===== src/rtl/sevenseg_scan.sv =====
// sevenseg_scan: four-digit time-multiplexed seven-segment driver.
//
// Scans one digit per refresh slot of REFRESH_DIV clock cycles. All four BCD
// inputs are snapshotted together at the start of each frame, so a counter
// rolling over mid-frame never shows a torn value. Leading zeros above the
// decimal-point digit can be blanked. The decimal point sits on digit DP_DIGIT.
//
// Ports:
//   clk      in   system clock, all state on rising edge
//   reset    in   asynchronous active-low reset
//   d0..d3   in   BCD digits, d0 least significant
//   en       in   display enable (low blanks digits, scan keeps running)
//   Seg      out  active-low segments [6:0]=g..a, [7]=decimal point
//   decimal  out  active-low decimal point
//   an       out  active-low one-hot anode enable, an[i] selects digit i
//   frame    out  one-cycle pulse when a new frame starts (snapshot taken)
module sevenseg_scan #(
  parameter int unsigned REFRESH_DIV = 100000,
  parameter int unsigned DP_DIGIT    = 2,
  parameter int unsigned LZ_BLANK    = 1
) (
  input  logic       clk,
  input  logic       reset,
  input  logic [3:0] d0,
  input  logic [3:0] d1,
  input  logic [3:0] d2,
  input  logic [3:0] d3,
  input  logic       en,
  output logic [7:0] Seg,
  output logic       decimal,
  output logic [3:0] an,
  output logic       frame
);

  localparam int unsigned   CW       = $clog2(REFRESH_DIV);
  localparam logic [CW-1:0] CNT_LAST = CW'(REFRESH_DIV - 1);

  logic [CW-1:0] r_cnt;
  logic [1:0]    r_idx;
  logic [3:0]    r_s [4];

  logic          w_tick;
  logic          w_wrap;
  logic [1:0]    w_idx_nxt;
  logic [3:0]    w_live [4];
  logic [3:0]    w_src [4];
  logic [3:0]    w_dig;
  logic [3:0]    w_hi_zero;
  logic          w_lz;
  logic          w_blank;
  logic          w_dp_n;
  logic [6:0]    w_seg7;
  logic [3:0]    w_an;

  always_comb begin
    w_tick    = (r_cnt == CNT_LAST);
    w_idx_nxt = r_idx + 2'd1;
    w_wrap    = w_tick && (r_idx == 2'd3);

    w_live[0] = d0;
    w_live[1] = d1;
    w_live[2] = d2;
    w_live[3] = d3;

    // On the wrap edge the shadows are being loaded this same edge, so the
    // decode and blanking must look at the live values being captured.
    for (int unsigned i = 0; i < 4; i++) begin
      w_src[i] = w_wrap ? w_live[i] : r_s[i];
    end

    // w_hi_zero[i]: digit i and every more significant digit are zero.
    w_hi_zero[3] = (w_src[3] == 4'd0);
    w_hi_zero[2] = (w_src[3] == 4'd0) && (w_src[2] == 4'd0);
    w_hi_zero[1] = (w_src[3] == 4'd0) && (w_src[2] == 4'd0) && (w_src[1] == 4'd0);
    w_hi_zero[0] = (w_src[3] == 4'd0) && (w_src[2] == 4'd0) && (w_src[1] == 4'd0)
                   && (w_src[0] == 4'd0);

    w_dig = w_src[w_idx_nxt];

    w_seg7 = 7'b0111111;
    case (w_dig)
      4'd0:    w_seg7 = 7'b1000000;
      4'd1:    w_seg7 = 7'b1111001;
      4'd2:    w_seg7 = 7'b0100100;
      4'd3:    w_seg7 = 7'b0110000;
      4'd4:    w_seg7 = 7'b0011001;
      4'd5:    w_seg7 = 7'b0010010;
      4'd6:    w_seg7 = 7'b0000010;
      4'd7:    w_seg7 = 7'b1111000;
      4'd8:    w_seg7 = 7'b0000000;
      4'd9:    w_seg7 = 7'b0010000;
      default: w_seg7 = 7'b0111111;
    endcase

    w_lz    = (LZ_BLANK != 0) && (32'(w_idx_nxt) > DP_DIGIT) && w_hi_zero[w_idx_nxt];
    w_blank = !en || w_lz;
    // LZ blanking only applies above DP_DIGIT, so only en can dark the point.
    w_dp_n  = !(en && (32'(w_idx_nxt) == DP_DIGIT));

    w_an = 4'hF;
    if (!w_blank) begin
      w_an[w_idx_nxt] = 1'b0;
    end
  end

  always_ff @(posedge clk or negedge reset) begin
    if (!reset) begin
      r_cnt   <= '0;
      r_idx   <= 2'd3;
      r_s     <= '{default: '0};
      an      <= '1;
      Seg     <= '1;
      decimal <= 1'b1;
      frame   <= 1'b0;
    end else begin
      frame <= w_wrap;
      r_cnt <= w_tick ? '0 : r_cnt + CW'(1);
      if (w_tick) begin
        r_idx   <= w_idx_nxt;
        an      <= w_an;
        Seg     <= {w_dp_n, (w_blank ? 7'h7F : w_seg7)};
        decimal <= w_dp_n;
        if (w_wrap) begin
          for (int unsigned i = 0; i < 4; i++) begin
            r_s[i] <= w_live[i];
          end
        end
      end
    end
  end

endmodule

===== config.mk =====
export PLATFORM = sky130hd
export DESIGN_NAME = sevenseg_scan
export DESIGN_NICKNAME = d
export VERILOG_FILES = /design/src/rtl/sevenseg_scan.sv
export SDC_FILE = /design/constraint.sdc
export NUM_CORES = 1
export LEC_CHECK = 0
export BUFFER_PORTS_ARGS = -buffer_cell sky130_fd_sc_hd__buf_2
export CORE_UTILIZATION = 60
export CTS_BUF_LIST = sky130_fd_sc_hd__clkbuf_4
export CTS_CLUSTER_SIZE = 25
export DETAILED_ROUTE_END_ITERATION = 12
export PLACE_DENSITY = 0.84
export SYNTH_ARGS = -nofsm -noshare
export SYNTH_HDL_FRONTEND = slang
export SYNTH_SLANG_ARGS = --single-unit

===== constraint.sdc =====
create_clock -name clk -period 4.5 [get_ports clk]
set_input_delay 0.675 -clock clk [delete_from_list [all_inputs] [get_ports clk]]
set_output_delay 0.675 -clock clk [all_outputs]
set_load 0.03 [all_outputs]

==> flow_summary_export.csv, run 1 <==
group,metric,value,unit
status,status,"complete, no violations",
synth,synth_most_common_cell,"dfrtp_1",
synth,yosysWarningCount,0,
clock_tree,cts.clk_slew.worst_paths,160,ps
global_route,antenna_found_initial,0,
worst_setup_path,cp_data_required_time,4800,ps
power,leakage,1.211,nW
floorplanning,dieArea,4613,um^2
sta,min_period,3881,ps
synth,synth_common_cells,"34 x dfrtp_1, 25 x nor2_1, 14 x dfstp_2, 14 x mux2_2, 14 x nand2_1",
worst_setup_path,crit_fanout,21,
floorplanning,start_util,0.6381,
synth,syn_nets,267,
cells_and_area,layout.nets,298,
synth,syn_avg_cell_area,11.00,um^2
cells_and_area,multi_input_area,1314,um^2
clock_tree,cts_hold_buf,0,
clock_tree,postCtsSetupBuffers,0,
route,routed_wl,5080,um
clock_tree,cts_resized,0,
floorplanning,die_w,67.92,um
cells_and_area,drive_gt1_frac,0.3011,
sta,max-slew-margin-rel,0.3214,
clock_tree,numCtsBuffers,5,
sta,finalHoldViolCount,0,
floorplanning,rows,23,
route,drt_iter0_drc,153,
cells_and_area,syn_to_final_growth,10.32,%
sta,setup_violations,0,
global_route,first_global_vias,1780,
route,drc,0,
clock_tree,cts_sinks,48,
route,via_count,1933,
worst_setup_path,cp-start-kind,"flip-flop",
clock_tree,cts_root_buf,"clkbuf_4",
clock_tree,clk_path_buf_depth,2,
synth,ys_ff_latch,48,
sta,whs,450.7,ps
sta,tightest_slew,1018,ps
synth,syn-cell-area,2608,um^2
route,drtPass1Iterations,4,
worst_setup_path,r2r-end,"Seg[5]",
worst_setup_path,crit_type,"reg2reg",
worst_setup_path,r2r_cells,10,
worst_setup_path,reg2reg_slack,620,ps
clock_tree,cts_tree,"built",
global_route,gr-total-overflow,0,
cells_and_area,regArea,1219,um^2
global_route,grt_util_all_layers,0.2508,
route,wl_per_cell,15.92,um
cells_and_area,antenna_cells,0,
sta,tns,0,ps
worst_hold_path,min_path_type,"in2async",
floorplanning,die_height,67.92,um
power,p_per_area,262.0,nW/um^2
route,viasPerCell,6.060,
synth,ys_seq_area_frac,0.4674,
placed_design,place_hpwl,3652,um
global_route,grt_pass1_wl,8411,um
worst_setup_path,crit_arrival,4180,ps
clock_tree,insertion_delay,390,ps
synth,synth_top_area_share,0.3263,
synth,synth_async_sr_flop_share,1.000,
run,cap_violations,0,
synth,synth_largest_area_cell,"dfrtp_1",
sta,skew,25.72,ps
placed_design,numPortBuffers,32,
placed_design,gp_congestion,0.8888,
cells_and_area,fillers,286,
sta,rsz0062_at_grt,"no",
sta,clock.fmax,257.6,MHz
floorplanning,io_pins,33,
synth,netlist-cell-type-count,47,
power,vdd_ir_drop_max,0.0001913,V
sta,maxSlewViolCount,0,
synth,synth-edff-count,0,
synth,synth_top_flop_cell,"dfrtp_1",
synth,synth_area_leaders,"dfrtp_1 33%, dfstp_2 14%, mux2_2 6.0%, ha_1 5.3%, mux4_2 4.3%",
synth,netlist_instances,237,
route,ant_nets,0,
sta,period_share,0.8625,
worst_setup_path,rr_startpoint,"r_cnt[12]",
worst_setup_path,endpoint_kind,"flip-flop",
global_route,grt_max_degree,49,
floorplanning,coreArea,4086,um^2
clock_tree,htree_num_levels,2,
sequential cells by signal (all words and copies together), names as in the netlist:
signal,flops
r_cnt,17
Seg,8
r_idx,2
an,4
frame,1
r_s,16
critical path: stages, from the launching register on:
cell	delay, ps
dfrtp_1	440
or4b_4	590
nor4_4	320
nand2_2	360
mux4_2	390
mux2i_1	430
inv_1	160
ha_1	220
a21boi_0	140
a2111oi_0	600
nor3_1	150
area by class of cell:
type	count	share of cell area
clock buffer	5	0.01305
clock inverter	3	0.01609
inverter	8	0.01044
multi-input combinational	172	0.4567
sequential	48	0.4237
tap	50	0.02175
timing repair buffer	33	0.05829
per-layer routing:
layer / GRT usage / up-vias / part of all wire / wire length [um]
met5: 0 / - / 0 / 0
met4: 0.1016 / 0 / 0.020 / 102
met3: 0.05833 / 11 / 0.045 / 227
met2: 0.3676 / 56 / 0.46 / 2329
met1: 0.3574 / 947 / 0.48 / 2419
li1: - / 919 / - / -
how the worst max path moves through the flow:
stage | startpoint | endpoint | cells after the start
detailed placement | r_cnt[12] | Seg[5] | 10
finish | r_cnt[12] | Seg[5] | 10
CTS | r_cnt[12] | Seg[5] | 10
global route | r_cnt[0] | Seg[5] | 11
floorplan | r_idx[0] | Seg[5] | 11
global placement | r_cnt[12] | Seg[5] | 10
cells in the final DEF, fill, tap and decap left out, types with 2 or more instances in the layout:
| cell | synthesis | layout |
|---|---|---|
| and2_1 | 3 | 3 |
| o21ai_0 | 7 | 7 |
| dfrtp_1 | 34 | 34 |
| mux2i_1 | 2 | 2 |
| nor2_1 | 25 | 25 |
| clkbuf_4 | 0 | 5 |
| nand3_1 | 9 | 9 |
| and3_1 | 2 | 2 |
| a211oi_1 | 10 | 10 |
| mux2_4 | 2 | 2 |
| nand4b_1 | 2 | 2 |
| o211ai_1 | 4 | 4 |
| xnor2_1 | 9 | 9 |
| a22oi_1 | 2 | 2 |
| nand4_1 | 2 | 2 |
| mux2_2 | 14 | 14 |
| a21oi_1 | 8 | 8 |
| mux4_2 | 5 | 5 |
| dfstp_2 | 14 | 14 |
| nand2b_1 | 6 | 6 |
| xor2_1 | 6 | 6 |
| ha_1 | 11 | 11 |
| buf_2 | 0 | 32 |
| inv_1 | 8 | 8 |
| and4_1 | 2 | 2 |
| or4_1 | 3 | 3 |
| nor4_1 | 7 | 7 |
| nand2_1 | 14 | 14 |
where the power goes:
| group | internal (mW) | switching (mW) | total [mW] |
|---|---|---|---|
| logic | 0.0200 | 0.0265 | 0.0465 |
| registers | 0.439 | 0.00515 | 0.445 |
| clock network | 0.119 | 0.144 | 0.263 |
kinds of logic after synthesis:
kind of cell,count (synthesis),synth area share
XOR/XNOR,15,0.05039
multiplexers,24,0.1272
adder cells (fa/ha/maj),11,0.05278
AO/OA/AOI/OAI,37,0.09405
buffers and inverters,17,0.02879
flip-flops,48,0.4674
AND/OR/NAND/NOR,85,0.1795
per-stage QoR:
step                      setup slack [ps]    util  cells  power (mW)  instance area [um^2]
after floorplan                       1153       -    237      0.4721                  2608
after global placement                1010  0.6834    311      0.4974                  2793
after global routing                 406.0  0.7039    319      0.7829                  2877
after CTS                            665.2  0.7039    319      0.7619                  2877
final                                618.7  0.7039    319      0.7536                  2877
after detailed placement             829.3  0.6834    311      0.4985                  2793
(Power assumes the default switching activity.)
==> run 2, diff against run 1 <==
ABC_AREA = 1   (was default)
CORE_UTILIZATION = 61   (was 60)
==> run 2 against run 1 <==
Net effect:
- via count increased by 37%
- combinational power decreased by 55%
- global-route usage increased by 0.59 points
- sequential power decreased by 3%
- utilization decreased by 1.7 points
- power decreased by 13%
- clock power decreased by 23%
- largest cell class unchanged
==> flow_summary_export.csv, run 2 <==
group,metric,value,unit
cells_and_area,reg.largest.list,"r_cnt x17, r_s x16, Seg x8",
power,intPower,0.4994,mW
route,viasPerCell,5.240,
sta,rsz0062_at_grt,"no",
sta,tns,0,ps
placed_design,gp_congestion,0.9214,
sta,min_period,3064,ps
sta,finalHoldViolCount,0,
clock_tree,htree_num_levels,2,
global_route,grt_max_degree,49,
route,via_count,2641,
synth,synth_area_leaders,"dfrtp_1 28%, nand2_1 13%, dfstp_2 12%, inv_1 9.2%, nand3_1 6.0%",
placed_design,numPortBuffers,32,
route,drtPass1Iterations,5,
placed_design,place_hpwl,4658,um
status,status,"complete, no violations",
worst_hold_path,min_path_type,"in2async",
clock_tree,numCtsBuffers,5,
synth,ys_ff_latch,48,
cells_and_area,largest_reg_flops,17,
sta,clock.fmax,326.3,MHz
synth,ys_seq_area_frac,0.4025,
synth,synth_largest_area_cell,"dfrtp_1",
sta,whs,470.9,ps
synth,syn_nets,435,
worst_setup_path,slowest_stage,"ha_1",
synth,synth_top_area_share,0.2810,
synth,yosysWarningCount,0,
synth,netlist-cell-type-count,40,
worst_setup_path,crit_fanout,20,
route,drc,0,
power,vdd_ir_drop_max,0.0001206,V
sta,maxSlewViolCount,0,
clock_tree,cts_resized,0,
floorplanning,io_pins,33,
worst_setup_path,critPathMaxStageDelay,740,ps
floorplanning,dieArea,5250,um^2
floorplanning,coreArea,4755,um^2
clock_tree,insertion_delay,380,ps
route,routed_wl,6190,um
cells_and_area,syn_to_final_growth,7.810,%
synth,synth_async_sr_flop_share,1.000,
sta,period_share,0.6810,
sta,max-slew-margin-rel,0.3144,
worst_setup_path,cp-start-kind,"flip-flop",
worst_setup_path,cp_data_required_time,4830,ps
clock_tree,postCtsSetupBuffers,0,
worst_setup_path,crit_buf_inv,1,
synth,synth_most_common_cell,"nand2_1",
clock_tree,cts_root_buf,"clkbuf_4",
cells_and_area,final_common_cell,"nand2_1",
power,clkPwrFrac,0.309,
clock_tree,cts.clk_slew.worst_paths,150,ps
clock_tree,cts_sinks,48,
synth,netlist_instances,405,
clock_tree,clk_path_buf_depth,2,
sta,setup_violations,0,
floorplanning,start_util,0.6368,
cells_and_area,fillers,413,
global_route,grt_util_all_layers,0.2567,
global_route,antenna_found_initial,0,
global_route,gr-total-overflow,0,
run,cap_violations,0,
worst_setup_path,crit_type,"reg2reg",
cells_and_area,mostFrequentLayoutCells,"104 x nand2_1, 74 x inv_1, 48 x nor2_1",
floorplanning,rows,25,
clock_tree,cts_tree,"built",
route,drt_iter0_drc,181,
power,p_per_area,200.9,nW/um^2
worst_setup_path,crit_chain,"ha_1, nand4_1, nand3_1, nand2_1, a21oi_1, inv_1, ha_1, nand3b_1, nand3_1, nand2_1, nor2_1, nor2_1",
floorplanning,die_w,72.46,um
power,p_sw_frac,0.2386,
synth,synth_top_flop_cell,"dfrtp_1",
route,ant_nets,0,
power,p_comb_frac,0.032,
worst_setup_path,crit_arrival,3390,ps
cells_and_area,layout.nets,466,
worst_setup_path,cp_top_family,"adder cells",
global_route,grt_pass1_wl,10450,um
cells_and_area,antenna_cells,0,
sta,skew,15.29,ps
clock_tree,cts_hold_buf,0,
synth,synth-edff-count,0,
cells_and_area,top_register,"r_cnt",
cells_and_area,drive_gt1_frac,0.1854,
power,power.switching,0.1565,mW
worst_setup_path,endpoint_kind,"flip-flop",
synth,syn-cell-area,3028,um^2
global_route,first_global_vias,2324,
synth,syn_avg_cell_area,7.476,um^2
synth,synth_common_cells,"104 x nand2_1, 74 x inv_1, 48 x nor2_1",
route,wl_per_cell,12.28,um
sta,tightest_slew,1028,ps
power,sequentialPowerShare,0.659,
floorplanning,die_height,72.46,um
power,leakage,1.817,nW
run 2: cell count changes in the layout (fill, tap and decap cells not counted), sizes merged, moves of 10 or more:
cell and change:
nor2 +28, nand2 +95, nand4 +18, inv +70, mux2 -17, nand3 +32, a211oi -10
run 2: kinds of logic (layout without fill, tap and decap cells):
logic type               count (synthesis)  after routing  share of synthesized area
buffers and inverters                   88            120                     0.1198
AO/OA/AOI/OAI                           18             18                    0.03885
flip-flops                              48             48                     0.4025
XOR/XNOR                                 4              4                    0.01157
AND/OR/NAND/NOR                        236            236                     0.3818
adder cells (fa/ha/maj)                 11             11                    0.04545
run 2: layer usage:
| metal | vias to the layer above | track usage | wire length (um) |
|---|---|---|---|
| met3 | 15 | 0.05417 | 429 |
| met4 | 0 | 0.1002 | 116 |
| met1 | 1200 | 0.3778 | 3073 |
| met2 | 105 | 0.3686 | 2571 |
| li1 | 1321 | - | - |
| met5 | - | 0 | 0 |
run 2: power groups by stage:
stage | registers (mW) | clock network, mW | logic, mW
finish | 0.432 | 0.203 | 0.0211
floorplan | 0.440 | 0 | 0.00358
CTS | 0.432 | 0.210 | 0.0216
detailed placement | 0.440 | 0 | 0.0216
global route | 0.432 | 0.224 | 0.0243
global placement | 0.440 | 0 | 0.0217
run 2: final timing paths:
kind,from,to,slack (ps),cells after the start
worst max-delay path,r_idx[0],Seg[0],1440,12
worst min-delay path,reset,r_s[3],470,1
worst max register to register,r_idx[0],Seg[0],1440,12
worst min register to register,Seg[6],Seg[6],480,2
max in group asynchronous,reset,r_s[10],3400,1
min in group clk,Seg[6],Seg[6],480,2
run 2: through the flow:
step                      cell area, um^2  setup WS (ps)  instances  utilization  power [mW]
after global routing                 3264           1272        504       0.6866      0.6804
final                                3264           1436        504       0.6866      0.6559
after CTS                            3264           1472        504       0.6866      0.6640
after floorplan                      3028           1797        405            -      0.4433
after global placement               3211           1657        496       0.6753      0.4613
after detailed placement             3211           1524        496       0.6753      0.4613
run 2: area by class of cell:
type	instances	area, um^2	share of cell area
multi-input combinational	269	1446	0.4431
sequential	48	1219	0.3733
inverter	80	301.5	0.09237
timing repair buffer	32	160.2	0.04906
tap	67	83.83	0.02568
clock buffer	5	37.54	0.01150
clock inverter	3	16.27	0.004983
run 2: worst register-to-register path: stages, from the launching register on:
cell and delay [ps]:
dfstp_2 660, ha_1 740, nand4_1 260, nand3_1 150, nand2_1 60, a21oi_1 370, inv_1 120, ha_1 200
nand3b_1 170, nand3_1 90, nand2_1 50, nor2_1 100, nor2_1 50
